==> src/rtl/ysyx_lsu_pkg.sv <==
// Shared types and helpers for the load/store unit: FSM states, funct3 encodings,
// byte-enable and misalignment helpers. XLEN is the data/address width.
package ysyx_lsu_pkg;

    localparam int XLEN = 32;

    typedef enum logic [1:0] {
        IDLE  = 2'd0,
        REQ   = 2'd1,
        RSP   = 2'd2,
        DRAIN = 2'd3
    } lsu_state_e;

    localparam logic [2:0] LSU_B  = 3'b000;
    localparam logic [2:0] LSU_H  = 3'b001;
    localparam logic [2:0] LSU_W  = 3'b010;
    localparam logic [2:0] LSU_BU = 3'b100;
    localparam logic [2:0] LSU_HU = 3'b101;

    // funct3[1:0] carries the access size for both loads and stores
    function automatic logic [3:0] lsu_wstrb(input logic [2:0] op, input logic [1:0] addr);
        case (op[1:0])
            2'b00:   return 4'b0001 << addr;
            2'b01:   return 4'b0011 << addr;
            default: return 4'b1111;
        endcase
    endfunction

    function automatic logic lsu_misaligned(input logic [2:0] op, input logic [1:0] addr);
        return ((op[1:0] == 2'b01) && addr[0]) || ((op[1:0] == 2'b10) && (addr != 2'b00));
    endfunction

endpackage

==> src/rtl/ysyx_lsu_if.sv <==
// Single-outstanding memory bus between the LSU (master) and memory (slave).
interface ysyx_lsu_if;
    // A request transfers on a rising edge where mem_req_valid && mem_req_ready; the
    // master holds valid and every request field stable until then. Responses carry no
    // ready: mem_rsp_valid is a one-cycle pulse that the master always accepts.
    logic                            mem_req_valid;
    logic                            mem_req_ready;
    logic                            mem_req_we;
    logic [ysyx_lsu_pkg::XLEN-1:0]   mem_req_addr;
    logic [ysyx_lsu_pkg::XLEN-1:0]   mem_req_wdata;
    logic [3:0]                      mem_req_wstrb;
    logic                            mem_rsp_valid;
    logic [ysyx_lsu_pkg::XLEN-1:0]   mem_rsp_data;

    modport master (
        output mem_req_valid, mem_req_we, mem_req_addr, mem_req_wdata, mem_req_wstrb,
        input  mem_req_ready, mem_rsp_valid, mem_rsp_data
    );

    modport slave (
        input  mem_req_valid, mem_req_we, mem_req_addr, mem_req_wdata, mem_req_wstrb,
        output mem_req_ready, mem_rsp_valid, mem_rsp_data
    );
endinterface

==> src/rtl/ysyx_lsu_fmt.sv <==
// Combinational load formatter: picks the byte/half lane from the raw word and
// sign- or zero-extends it according to funct3.
module ysyx_lsu_fmt
    import ysyx_lsu_pkg::*;
(
    input  logic [XLEN-1:0] raw,
    input  logic [1:0]      lane,
    input  logic [2:0]      op,
    output logic [XLEN-1:0] data
);
    logic [7:0]  byte_v;
    logic [15:0] half_v;

    always_comb begin
        byte_v = raw[{lane, 3'b000} +: 8];
        half_v = lane[1] ? raw[16 +: 16] : raw[0 +: 16];
        case (op)
            LSU_B:   data = {{(XLEN-8){byte_v[7]}}, byte_v};
            LSU_H:   data = {{(XLEN-16){half_v[15]}}, half_v};
            LSU_BU:  data = {{(XLEN-8){1'b0}}, byte_v};
            LSU_HU:  data = {{(XLEN-16){1'b0}}, half_v};
            default: data = raw;
        endcase
    end
endmodule

==> src/rtl/ysyx_lsu.sv <==
// Load/store unit: one access at a time over a single-outstanding bus, flush/drain of
// squashed loads, re-issue suppression. Optional YSYX_LSU_MISALIGN_EN rejects misaligned H/W.
module ysyx_lsu
    import ysyx_lsu_pkg::*;
(
    input  logic            clock,
    input  logic            reset,
    input  logic            flush_pipeline,
    input  logic            exu_ren,
    input  logic            exu_wen,
    input  logic            exu_avalid,
    input  logic [4:0]      exu_alu_op,
    input  logic [XLEN-1:0] exu_rwaddr,
    input  logic [XLEN-1:0] exu_wdata,
    output logic [XLEN-1:0] lsu_rdata,
    output logic            lsu_exu_rvalid,
    output logic            lsu_exu_wready,
    output logic            lsu_misalign,
    output lsu_state_e      dbg_state,
    ysyx_lsu_if.master      mem
);
    lsu_state_e      state_q, state_d;
    logic [2:0]      op_q, op_d, sup_op_q, sup_op_d;
    logic [XLEN-1:0] addr_q, addr_d, wdata_q, wdata_d, rdata_q, rdata_d, sup_addr_q, sup_addr_d;
    logic            we_q, we_d, rvalid_q, rvalid_d, wready_q, wready_d, sup_valid_q, sup_valid_d;
    logic [XLEN-1:0] fmt_data;
    logic [2:0]      op_in;
    logic            suppressed, take_load, take_store;
`ifdef YSYX_LSU_MISALIGN_EN
    logic            misalign_q, misalign_d;
`endif
    logic            unused_op_hi;

    assign unused_op_hi = ^exu_alu_op[4:3];
    assign op_in        = exu_alu_op[2:0];

    ysyx_lsu_fmt u_fmt (
        .raw  (mem.mem_rsp_data),
        .lane (addr_q[1:0]),
        .op   (op_q),
        .data (fmt_data)
    );

    always_comb begin
        state_d     = state_q;
        op_d        = op_q;
        addr_d      = addr_q;
        wdata_d     = wdata_q;
        we_d        = we_q;
        rdata_d     = rdata_q;
        rvalid_d    = 1'b0;
        wready_d    = 1'b0;
        sup_valid_d = sup_valid_q;
        sup_addr_d  = sup_addr_q;
        sup_op_d    = sup_op_q;
`ifdef YSYX_LSU_MISALIGN_EN
        misalign_d  = 1'b0;
`endif
        // EXU holds exu_ren until writeback; a just-completed load must not re-issue
        suppressed = sup_valid_q && (exu_rwaddr == sup_addr_q) && (op_in == sup_op_q);
        take_load  = exu_avalid && exu_ren && !suppressed && !flush_pipeline;
        take_store = exu_avalid && exu_wen && !take_load;
        if (sup_valid_q && (!exu_ren || flush_pipeline ||
                            (exu_rwaddr != sup_addr_q) || (op_in != sup_op_q))) begin
            sup_valid_d = 1'b0;
        end

        case (state_q)
            IDLE: begin
                if (take_load || take_store) begin
                    op_d    = op_in;
                    addr_d  = exu_rwaddr;
                    wdata_d = exu_wdata;
                    we_d    = take_store;
`ifdef YSYX_LSU_MISALIGN_EN
                    if (lsu_misaligned(op_in, exu_rwaddr[1:0])) misalign_d = 1'b1;
                    else                                         state_d    = REQ;
`else
                    state_d = REQ;
`endif
                end
            end
            REQ: begin
                if (flush_pipeline && !we_q) state_d = IDLE;
                else if (mem.mem_req_ready)  state_d = RSP;
            end
            RSP: begin
                if (mem.mem_rsp_valid) begin
                    state_d = IDLE;
                    if (we_q) begin
                        wready_d = 1'b1;
                    end else if (!flush_pipeline) begin
                        rvalid_d    = 1'b1;
                        rdata_d     = fmt_data;
                        sup_valid_d = 1'b1;
                        sup_addr_d  = addr_q;
                        sup_op_d    = op_q;
                    end
                end else if (flush_pipeline && !we_q) begin
                    state_d = DRAIN;
                end
            end
            DRAIN: begin
                if (mem.mem_rsp_valid) state_d = IDLE;
            end
            default: state_d = IDLE;
        endcase
    end

    always_ff @(posedge clock or negedge reset) begin
        if (!reset) begin
            state_q     <= IDLE;
            op_q        <= '0;
            addr_q      <= '0;
            wdata_q     <= '0;
            we_q        <= 1'b0;
            rdata_q     <= '0;
            rvalid_q    <= 1'b0;
            wready_q    <= 1'b0;
            sup_valid_q <= 1'b0;
            sup_addr_q  <= '0;
            sup_op_q    <= '0;
        end else begin
            state_q     <= state_d;
            op_q        <= op_d;
            addr_q      <= addr_d;
            wdata_q     <= wdata_d;
            we_q        <= we_d;
            rdata_q     <= rdata_d;
            rvalid_q    <= rvalid_d;
            wready_q    <= wready_d;
            sup_valid_q <= sup_valid_d;
            sup_addr_q  <= sup_addr_d;
            sup_op_q    <= sup_op_d;
        end
    end

`ifdef YSYX_LSU_MISALIGN_EN
    always_ff @(posedge clock or negedge reset) begin
        if (!reset) misalign_q <= 1'b0;
        else        misalign_q <= misalign_d;
    end
    assign lsu_misalign = misalign_q;
`else
    assign lsu_misalign = 1'b0;
`endif

    assign lsu_rdata         = rdata_q;
    assign lsu_exu_rvalid    = rvalid_q;
    assign lsu_exu_wready    = wready_q;
    assign dbg_state         = state_q;
    assign mem.mem_req_valid = (state_q == REQ);
    assign mem.mem_req_we    = we_q;
    assign mem.mem_req_addr  = {addr_q[XLEN-1:2], 2'b00};
    // wstrb is gated so an idle/load bus shows all-zero byte enables
    assign mem.mem_req_wstrb = we_q ? lsu_wstrb(op_q, addr_q[1:0]) : 4'b0000;
    always_comb begin
        case (op_q[1:0])
            2'b00:   mem.mem_req_wdata = {(XLEN/8){wdata_q[7:0]}};
            2'b01:   mem.mem_req_wdata = {(XLEN/16){wdata_q[15:0]}};
            default: mem.mem_req_wdata = wdata_q;
        endcase
    end
endmodule

==> src/flat_wrapper.sv <==
// flat-port wrapper written by rule: the top's interface ports become plain ports
module ysyx_lsu_flat import ysyx_lsu_pkg::*;
  (clock, reset, flush_pipeline, exu_ren, exu_wen, exu_avalid, exu_alu_op, exu_rwaddr, exu_wdata, lsu_rdata, lsu_exu_rvalid, lsu_exu_wready, lsu_misalign, dbg_state, mem_mem_req_valid, mem_mem_req_we, mem_mem_req_addr, mem_mem_req_wdata, mem_mem_req_wstrb, mem_mem_req_ready, mem_mem_rsp_valid, mem_mem_rsp_data);
  ysyx_lsu_if mem_i ();
  input  logic clock;
  input  logic reset;
  input  logic flush_pipeline;
  input  logic exu_ren;
  input  logic exu_wen;
  input  logic exu_avalid;
  input  logic [4:0] exu_alu_op;
  input  logic [XLEN-1:0] exu_rwaddr;
  input  logic [XLEN-1:0] exu_wdata;
  output logic [XLEN-1:0] lsu_rdata;
  output logic lsu_exu_rvalid;
  output logic lsu_exu_wready;
  output logic lsu_misalign;
  output lsu_state_e dbg_state;
  output wire logic [$bits(mem_i.mem_req_valid)-1:0] mem_mem_req_valid;
  output wire logic [$bits(mem_i.mem_req_we)-1:0] mem_mem_req_we;
  output wire logic [$bits(mem_i.mem_req_addr)-1:0] mem_mem_req_addr;
  output wire logic [$bits(mem_i.mem_req_wdata)-1:0] mem_mem_req_wdata;
  output wire logic [$bits(mem_i.mem_req_wstrb)-1:0] mem_mem_req_wstrb;
  input wire logic [$bits(mem_i.mem_req_ready)-1:0] mem_mem_req_ready;
  input wire logic [$bits(mem_i.mem_rsp_valid)-1:0] mem_mem_rsp_valid;
  input wire logic [$bits(mem_i.mem_rsp_data)-1:0] mem_mem_rsp_data;
  assign mem_mem_req_valid = mem_i.mem_req_valid;
  assign mem_mem_req_we = mem_i.mem_req_we;
  assign mem_mem_req_addr = mem_i.mem_req_addr;
  assign mem_mem_req_wdata = mem_i.mem_req_wdata;
  assign mem_mem_req_wstrb = mem_i.mem_req_wstrb;
  assign mem_i.mem_req_ready = mem_mem_req_ready;
  assign mem_i.mem_rsp_valid = mem_mem_rsp_valid;
  assign mem_i.mem_rsp_data = mem_mem_rsp_data;
  ysyx_lsu u_core (.clock(clock), .reset(reset), .flush_pipeline(flush_pipeline), .exu_ren(exu_ren), .exu_wen(exu_wen), .exu_avalid(exu_avalid), .exu_alu_op(exu_alu_op), .exu_rwaddr(exu_rwaddr), .exu_wdata(exu_wdata), .lsu_rdata(lsu_rdata), .lsu_exu_rvalid(lsu_exu_rvalid), .lsu_exu_wready(lsu_exu_wready), .lsu_misalign(lsu_misalign), .dbg_state(dbg_state), .mem(mem_i));
endmodule
==> config.mk <==
export PLATFORM = sky130hd
export DESIGN_NAME = ysyx_lsu_flat
export DESIGN_NICKNAME = d
export VERILOG_FILES = /design/src/rtl/ysyx_lsu_pkg.sv /design/src/rtl/ysyx_lsu_if.sv /design/src/rtl/ysyx_lsu_fmt.sv /design/src/rtl/ysyx_lsu.sv /design/src/flat_wrapper.sv
export SDC_FILE = /design/constraint.sdc
export NUM_CORES = 1
export LEC_CHECK = 0
export CORE_AREA = 2 2 143 145
export DETAILED_ROUTE_END_ITERATION = 16
export DIE_AREA = 0 0 145 147
export PLACE_DENSITY_LB_ADDON = 0.12
export RECOVER_POWER = 100
export SLEW_MARGIN = 20
export SYNTH_ARGS = -nofsm -noshare
export SYNTH_HDL_FRONTEND = slang
export SYNTH_SLANG_ARGS = --single-unit
==> constraint.sdc <==
create_clock -name clock -period 3.1 [get_ports clock]
set_clock_uncertainty 0.1 [all_clocks]
set_input_delay 0.465 -clock clock [delete_from_list [all_inputs] [get_ports clock]]
set_output_delay 0.465 -clock clock [all_outputs]
set_load 0.02 [all_outputs]
==> metrics.txt, run 1 <==
Slew @ Worst Pin=1590 ps; vias in the first global route=between 5000 and 6000; share of cells above drive strength 1=0.132; ys async rst share=1.00; CP max FO=31; Fin. Hold Viols=0; failing checks=capacitance limit, slew limit; DR vias=between 5000 and 6000; Max stage delay cell, worst path=clkbuf_2; sequential share of the synthesized area=0.512; CP Buf/Inv Count=2; clock network latency to the later pin of the worst-skew pair=around 410 ps; Pleak=roughly 4.2 nW; H-tree Lvls=4; # fillers=~1800; clk sinks=140; Die Span Y=between 100 and 150 um; Top Metal Used=met4; EDFF count, synth=0; Yosys reg bits=140; Antenna Cells=0; initial antenna violation count=0; CTS Buf Count=17; Worst EP required=roughly 2500 ps; register area=around 0.0035 mm2; Syn Area/Cell=roughly 10 um2; GR Util All Layers=0.175; reg2reg start=u_core.sup_addr_q[26]; die area=between 0.02 and 0.025 mm2; hold path start=u_core.lsu_rdata[6]; Crit. End Element=primary output; postcts setup bufs=0; ys flop type=dfrtp_1; Pre-antenna DRT Iters=5; final WL=around 18 mm; crit share post-route=0.919; area occupied by multi-input gates=0.00285 mm2; critical path class=flip-flop to primary output; wire length per cell=approximately 17 um; max_cap viols=1; placed cells=roughly 1100; met1 wire length=between 7 and 8 mm; setup_tns=0 ps; chip width=145 um; final setup violating endpoints=0; clock period minus final worst setup slack=about 2900 ps; largest net degree at the start of global routing=80; Max transition margin=-0.0594; DR vias/cell=between 4 and 5; floorplan row count=52; Ports=roughly 220; PortBufs=between 200 and 250; Critical Path AT=between 2000 and 2500 ps; routability cong.=0.810; Layout area overhead=39.5%; Final HPWL DP=roughly 13 mm; hold crit path type=flip-flop to flip-flop; metal3 WL=~1.3 mm; Distinct cells, synth=42; outcome=finished, violations left; Cell Count, Final, Fillers Out=between 1000 and 1500; CTS tree=built; cells after synthesis=655; gate family responsible for the most delay along the worst path=buffers and inverters; Initial Util=0.345; max frequency=0.351 GHz; total core area=between 0.015 and 0.02 mm2; Layout Nets=937; CP Launch Point=u_core.op_q[1]; global-route wire length before repair=29.6 mm; gr ovfl total=0; drc violations=0; CP peak stage delay=between 500 and 600 ps; Antenna Nets Post-Route=0; Worst-path clk slew=around 60 ps; P per Cell Area=about 1100 mW/mm2; 1st-iter DRT viols=between 300 and 400; Final Max Tran Viols=62; Post-Syn Area=0.00684 mm2; CTS max path bufs=2; Root Driver=clkbuf_16; RSZ-0062 raised after global routing=false; metal2 WL=8.94 mm; crit-path cells=clkbuf_2, mux2_2, clkdlybuf4s50_1; Critical Path Start Type=flip-flop; Yosys warnings=0; Worst IR Drop VDD=just under 0.6 mV
-- registers in the layout, indices dropped and copies added, names as in the netlist --
name,flops
u_core.wdata_q,32
u_core.lsu_exu_rvalid,1
u_core.lsu_exu_wready,1
u_core.lsu_rdata,32
u_core.addr_q,32
u_core.dbg_state,2
u_core.op_q,3
u_core.mem.mem_req_we,1
u_core.sup_valid_q,1
u_core.sup_op_q,3
u_core.sup_addr_q,32
-- routing by layer --
metal / up-vias / GRT usage
met1: 2587 / 0.218
met5: - / 0
met2: 200 / 0.289
met4: 0 / 0.0658
li1: 2544 / -
met3: 30 / 0.0516
-- synthesized netlist by cell type, types with 2 or more instances --
cell type	n	area [um2]
mux2i_1	10	100
clkbuf_1	23	86.3
o2111ai_1	2	17.5
o21a_1	4	30.0
or4_1	2	15.0
mux2_1	30	338
o21ai_0	32	160
nor2b_1	4	25.0
nor2_1	30	113
buf_6	3	33.8
buf_2	5	25.0
nand3_1	3	15.0
nand4_1	13	81.3
dfrtp_1	140	3500
a21oi_1	20	100
buf_1	2	7.51
nor3_1	4	20.0
nand2_1	140	526
mux2_2	60	676
a222oi_1	7	70.1
buf_4	42	315
a31oi_1	3	18.8
inv_1	9	33.8
a221oi_1	7	61.3
nand2b_1	16	100
xnor2_1	26	228
a41oi_1	2	17.5
nor4_1	2	12.5
-- cells by family after synthesis --
kind of cell | count (synthesis) | share of synthesized area
other | 1 | 0.000548
flip-flops | 140 | 0.512
multiplexers | 101 | 0.166
XOR/XNOR | 26 | 0.0333
AND/OR/NAND/NOR | 219 | 0.138
AO/OA/AOI/OAI | 83 | 0.0763
buffers and inverters | 85 | 0.0739
-- cell type report --
| cell class | count | area share |
|---|---|---|
| tap | 270 | 0.0354 |
| clock buffer | 18 | 0.0460 |
| inverter | 10 | 0.00393 |
| sequential | 140 | 0.367 |
| clock inverter | 14 | 0.0151 |
| timing repair buffer | 227 | 0.234 |
| multi-input combinational | 432 | 0.299 |
-- per-stage QoR --
| stage | power (mW) | area (um2) | utilization | worst slack [ps] | hold WS [ps] |
|---|---|---|---|---|---|
| final | 10.2 | 9540 | 0.481 | 250 | 380 |
| after CTS | 10.6 | 9580 | 0.483 | 279 | 390 |
| after global placement | 8.42 | 8990 | 0.453 | 28.4 | 368 |
| after global routing | 10.9 | 9540 | 0.481 | 111 | 411 |
| after detailed placement | 8.55 | 8990 | 0.453 | 56.5 | 377 |
| after floorplan | 6.55 | 6850 | - | 907 | 69.4 |
-- repair_timing --
item                                   CTS  global route
endpoints found under the hold margin   61             0
gates resized for setup                  0             0
hold buffers                             1             0
-- worst reg2reg max path: stages, from the launching register on --
cell and delay (ps):
dfrtp_1 390, xnor2_1 240, nand4_1 120, nor4_1 310, buf_4 170, nand4_1 160, o21ai_4 230, clkbuf_4 390
mux2_2 390
-- cell usage in the layout (no fill, tap or decap), drive strengths merged, types with 20 or more instances in the layout --
cell,Yosys,routed
a21oi,20,20
clkbuf,23,29
clkdlybuf4s50,0,123
dfrtp,140,140
dlygate4sd3,0,87
mux2,90,90
nand2,140,140
nor2,30,30
o21ai,33,33
xnor2,26,26
-- path summary, 6_finish.rpt --
check	endpoint	slack (ps)	depth (start not counted)
worst max-delay path	mem_mem_req_wdata[16]	250	3
worst min-delay path	u_core.lsu_rdata[6]	380	2
worst max register to register	u_core.addr_q[11]	490	8
worst min register to register	u_core.lsu_rdata[6]	380	2
max in group asynchronous	u_core.op_q[1]	840	3
min in group asynchronous	u_core.lsu_exu_rvalid	870	2
-- report_power, final --
part           total [mW]  leakage (nW)  switching [mW]  internal, mW
Combinational        4.89          2.17            2.53          2.36
Clock                2.01         0.275           0.802          1.20
Sequential           3.32          1.73           0.618          2.71
Total                10.2          4.18            3.96          6.27
(Power assumes the default switching activity.)
==> run 2, diff against run 1 <==
Settings changed: CORE_AREA 2 2 143 145 to 2 2 124 126, DIE_AREA 0 0 145 147 to 0 0 126 128.
Clock period 3.1 ns to 2.9 ns, I/O delays scaled along.
==> run 2 against run 1 <==
  * The flow still finishes with violations (capacitance limit, slew limit)
  * Worst hold slack got worse by 9.5 ps
  * Worst setup slack got worse by 97 ps
  * Largest cell class unchanged
  * Utilization rose by 16 points
  * Critical path depth did not move
  * First-iteration DRC count rose by 10%
  * Largest power group unchanged
  * Clock-buffer cell count rose by 3
  * Highest routed layer unchanged
  * Register-to-register slack got worse by 230 ps
  * Via count barely moved
  * Sequential share of layout area rose by 0.068 points
  * Routed wire length fell by 5.8%
==> metrics.txt, run 2 (synthesized netlist as in run 1, its figures left out) <==
outcome=finished, violations left; failing checks=capacitance limit, slew limit; max frequency=0.364 GHz; hold crit path type=flip-flop to flip-flop; wire length per cell=16.9 um (+1.6%); max_cap viols=1 (unchanged); crit-path cells=clkbuf_2, o21ai_0, dlygate4sd3_1; CP Buf/Inv Count=2 (unchanged); largest net degree at the start of global routing=64 (-20%); drc violations=0 (unchanged); # fillers=1214 (-34%); dpl ws=-185 ps (-241 ps); clock network latency to the later pin of the worst-skew pair=420 ps (about the same); global-route wire length before repair=28.6 mm (-3.7%); final instance area=0.00952 mm2 (-0.18%); 1st-iter DRT viols=342 (+10%); Slew @ Worst Pin=1580 ps (-12.5 ps); DR vias=5362 (+0.019%); Initial Util=0.460 (+0.116); Pre-antenna DRT Iters=11 (+6); Placed Area=0.00890 mm2 (-0.97%); CTS tree=built; routability cong.=0.879 (+8.5%); H-tree Lvls=4 (unchanged); Final Max Tran Viols=63 (+1.6%); Critical Path AT=2210 ps (-80 ps); CTS max path bufs=2 (unchanged); R2R depth=8 (unchanged); CP Depth=3 (unchanged); Antenna Cells=0 (unchanged); commonest cells after routing, fill and taps aside=nand2_1 (140), dfrtp_1 (139), clkdlybuf4s50_1 (112); crit share post-route=0.948; Max transition margin=-0.0510 (+0.00835); Cell Count, Final, Fillers Out=1031 (-7.2%); Worst EP required=2370 ps (-160 ps); placed cells=998 (-7.4%); PortBufs=210 (unchanged); initial antenna violation count=0 (unchanged); Layout Nets=939 (+0.21%); Critical Path Start Type=flip-flop; die area=0.0161 mm2 (-24%); final WL=17.4 mm (-5.8%); clock period minus final worst setup slack=~2700 ps; gate family responsible for the most delay along the worst path=buffers and inverters; Max stage delay cell, worst path=dlygate4sd3_1; Final HPWL DP=12.4 mm (-7.0%); DR vias/cell=5.20 (+7.8%); Antenna Nets Post-Route=0 (unchanged); final setup margin=152 ps (-97.5 ps); postcts setup bufs=0 (unchanged); RSZ-0062 raised after global routing=false; CP peak stage delay=720 ps (+160 ps); vias in the first global route=5707 (+2.0%); gr ovfl total=0 (unchanged); Ports=216 (unchanged); share of cells above drive strength 1=0.135 (+0.00325); chip width=126 um (-13%); most common cell after layout, fill and taps aside=nand2_1; area occupied by multi-input gates=0.00285 mm2 (unchanged); Die Span Y=128 um (-13%); floorplan row count=45 (-13%); Pleak=4.24 nW (+1.5%); P per Cell Area=1160 mW/mm2 (+8.5%); CP max FO=26 (-16%); Crit. End Element=primary output; Root Driver=clkbuf_16; register area=0.00350 mm2 (unchanged); Layout area overhead=39.2%; CTS Buf Count=17 (unchanged); hold path depth=2 (unchanged); critical path class=flip-flop to primary output; hold_buf cts=1 (unchanged); clk sinks=140 (unchanged); Worst IR Drop VDD=0.773 mV (+30%); total core area=0.0149 mm2 (-25%); post-cts resize count=0 (unchanged); Worst-path clk slew=60 ps (about the same); GR Util All Layers=0.223 (+0.0483); Fin. Hold Viols=0 (unchanged); final setup violating endpoints=0 (unchanged)
-- run 2: cell types whose count changed in the layout (fill, tap and decap cells not counted), moves of 2 or more --
cell,previous run,this run
clkbuf_8,1,4
clkinvlp_4,5,2
bufinv_16,2,4
buf_4,4,8
dlygate4sd3_1,87,98
clkbuf_2,7,5
clkdlybuf4s50_1,123,112
inv_6,2,0
-- run 2: area by class of cell --
type,instances,share of cell area
sequential,140,0.368
multi-input combinational,432,0.299
timing repair buffer,229,0.237
clock buffer,21,0.0504
tap,188,0.0247
clock inverter,11,0.0172
inverter,10,0.00394
-- run 2: worst paths after layout --
path	startpoint	end	slack, ps
worst max-delay path	u_core.op_q[1]	mem_mem_req_wdata[24]	150
min in group asynchronous	reset	u_core.addr_q[16]	840
worst max register to register	u_core.sup_op_q[0]	u_core.addr_q[13]	260
worst min-delay path	u_core.lsu_rdata[9]	u_core.lsu_rdata[9]	370
worst min register to register	u_core.lsu_rdata[9]	u_core.lsu_rdata[9]	370
max in group asynchronous	reset	u_core.op_q[1]	700
-- run 2: per-stage QoR --
stage | TNS [ps] | total power, mW | hold WS (ps) | util
6_report | 0 | 11.1 | 370 | 0.641
5_1_grt | 0 | 11.8 | 397 | 0.641
4_1_cts | 0 | 11.5 | 386 | 0.643
3_5_place_dp | -10840 | 9.09 | 362 | 0.599
3_3_place_gp | -10930 | 8.95 | 352 | 0.599
2_1_floorplan | 0 | 7.00 | 39.4 | -
-- run 2: per-layer routing --
| metal | global-route usage | wire (um) |
|---|---|---|
| met1 | 0.276 | 7240 |
| met2 | 0.373 | 8650 |
| met3 | 0.0680 | 1140 |
| met4 | 0.0802 | 372 |
| met5 | 0 | 0 |
-- run 2: report_power, final --
part	total, mW	switching (mW)	internal, mW
clock network	2.33	0.807	1.53
logic	5.18	2.68	2.49
registers	3.57	0.673	2.89
-- run 2: worst min-delay path, stage by stage (launching register included) --
cell and delay [ps]:
dfrtp_1 330, nand2_1 40, o21ai_0 60
==> run 3, diff against run 2 <==
Settings changed: GPL_TIMING_DRIVEN set to 0, SETUP_SLACK_MARGIN set to 0.1, SLEW_MARGIN 20 to 15.
==> run 3 against run 2 <==
  * The run still ends with capacitance limit, slew limit left
  * Register-to-register slack gained 90 ps
  * Clock power shrank 8.6%
  * Sequential share of layout area shrank 1.2 points
  * Critical endpoint is now mem_mem_req_wdata[23]
==> metrics.txt, run 3 (synthesized netlist as in run 1, its figures left out) <==
Critical Path Start Type=flip-flop; final WL=19.3 mm (+11%); Worst EP required=2370 ps (about the same); GR Util All Layers=0.243 (+0.0197); most common cell after layout, fill and taps aside=nand2_1; clk sinks=140 (unchanged); Placed Area=0.00922 mm2 (+3.6%); die area=0.0161 mm2 (unchanged); final instance area=0.00984 mm2 (+3.3%); drc violations=0 (unchanged); clock period minus final worst setup slack=2730 ps (-16.1 ps); Slew @ Worst Pin=1710 ps (+133 ps); Final HPWL DP=14.0 mm (+13%); 1st-iter DRT viols=326 (-4.7%); Root Driver=clkbuf_16; chip width=126 um (unchanged); metal2 WL=9.63 mm (+11%); H-tree Lvls=4 (unchanged); commonest cells after routing, fill and taps aside=nand2_1 (140), dfrtp_1 (138), clkdlybuf4s50_1 (120); Max transition margin=-0.140 (-0.0886); CTS Buf Count=17 (unchanged); final setup violating endpoints=0 (unchanged); floorplan row count=45 (unchanged); Pleak=4.45 nW (+5.1%); Top Metal Used=met4; CP max FO=10 (-62%); total core area=0.0149 mm2 (unchanged); routability cong.=0.911 (+3.6%); global-route wire length before repair=30.6 mm (+7.1%); Final Util=0.662 (+0.0213); # fillers=1214 (unchanged); Layout Nets=996 (+6.1%); share of cells above drive strength 1=0.174 (+0.0383); outcome=finished, violations left; Layout area overhead=43.8%; max frequency=0.366 GHz (+0.59%); Final Max Tran Viols=66 (+4.8%); Ports=216 (unchanged); Pre-antenna DRT Iters=6 (-5); PortBufs=210 (unchanged); setup_tns=0 ps (unchanged); DR vias=5768 (+7.6%); Initial Util=0.460 (unchanged); reg-to-reg setup timing slack=350 ps (+90 ps); DR vias/cell=5.31 (+2.0%); Die Span Y=128 um (unchanged); Fin. Hold Viols=0 (unchanged); vias in the first global route=5925 (+3.8%); CTS max path bufs=2 (unchanged); total power=11.4 mW (+3.0%); failing checks=capacitance limit, slew limit; gr ovfl total=0 (unchanged); Antenna Nets Post-Route=0 (unchanged); largest net degree at the start of global routing=76 (+19%); crit share post-route=0.942 (-0.00554); RSZ-0062 raised after global routing=false; Critical Path AT=2200 ps (about the same); hold crit path type=flip-flop to flip-flop; P per Cell Area=1160 mW/mm2 (-0.36%); Antenna Cells=0 (unchanged); Cell Count, Final, Fillers Out=1087 (+5.4%); max_cap viols=1 (unchanged); initial antenna violation count=0 (unchanged); Crit. End Element=primary output; Worst-path clk slew=60 ps (about the same); met1 wire length=7.98 mm (+10%); placed cells=1056 (+5.8%); wire length per cell=17.7 um (+5.2%); CTS tree=built; Worst IR Drop VDD=0.658 mV (-15%); clock network latency to the later pin of the worst-skew pair=410 ps (about the same); critical path class=flip-flop to primary output; metal3 WL=1.30 mm (+14%)
-- run 3: repair_timing --
item / in CTS / in global routing
endpoints found under the hold margin: 65 / 0
resized for setup: 11 / 16
hold buffers: 1 / 0
gates cloned: 0 / 0
buffers inserted: 0 / 2
pin swaps: 0 / 3
endpoints found under the setup margin: 58 / 72
-- run 3: layer usage --
| metal | vias to the layer above | GRT usage |
|---|---|---|
| met4 | 0 | 0.0866 |
| met5 | - | 0 |
| met1 | 2844 | 0.309 |
| met3 | 35 | 0.0684 |
| met2 | 226 | 0.401 |
| li1 | 2663 | - |
-- run 3: cell type report --
class / instances / area, um2 / area share
buffer: 72 / 468 / 0.0476
multi-input combinational: 432 / 2890 / 0.293
sequential: 140 / 3510 / 0.356
clock inverter: 6 / 57.6 / 0.00585
clock buffer: 25 / 526 / 0.0534
timing repair buffer: 214 / 2130 / 0.216
inverter: 10 / 37.5 / 0.00381
tap: 188 / 235 / 0.0239
-- run 3: worst paths after layout --
path                                       from                    end  cells after the start
max                              u_core.op_q[1]  mem_mem_req_wdata[23]                      3
min                        u_core.lsu_rdata[11]   u_core.lsu_rdata[11]                      2
max reg2reg                    u_core.addr_q[1]   u_core.lsu_rdata[29]                      6
min reg2reg                u_core.lsu_rdata[11]   u_core.lsu_rdata[11]                      2
max in group asynchronous                 reset         u_core.op_q[0]                      2
min in group asynchronous                 reset      u_core.addr_q[16]                      2
-- run 3: worst max-delay path, stage by stage, from the launching register on --
cell and delay [ps]:
dfrtp_2 470, clkbuf_2 370, mux2_2 380, clkdlybuf4s50_1 550
-- run 3: per-stage QoR --
step	hold WS, ps	setup slack, ps
6_report	379	168
3_5_place_dp	321	-365
2_1_floorplan	39.4	737
5_1_grt	409	69.2
4_1_cts	386	114
3_3_place_gp	365	-4270
-- run 3: power breakdown --
part / internal [mW] / leakage, nW / switching [mW] / total, mW
clock: 1.33 / 0.291 / 0.796 / 2.13
sequential: 2.90 / 1.73 / 0.727 / 3.62
combinational: 2.81 / 2.43 / 2.84 / 5.65
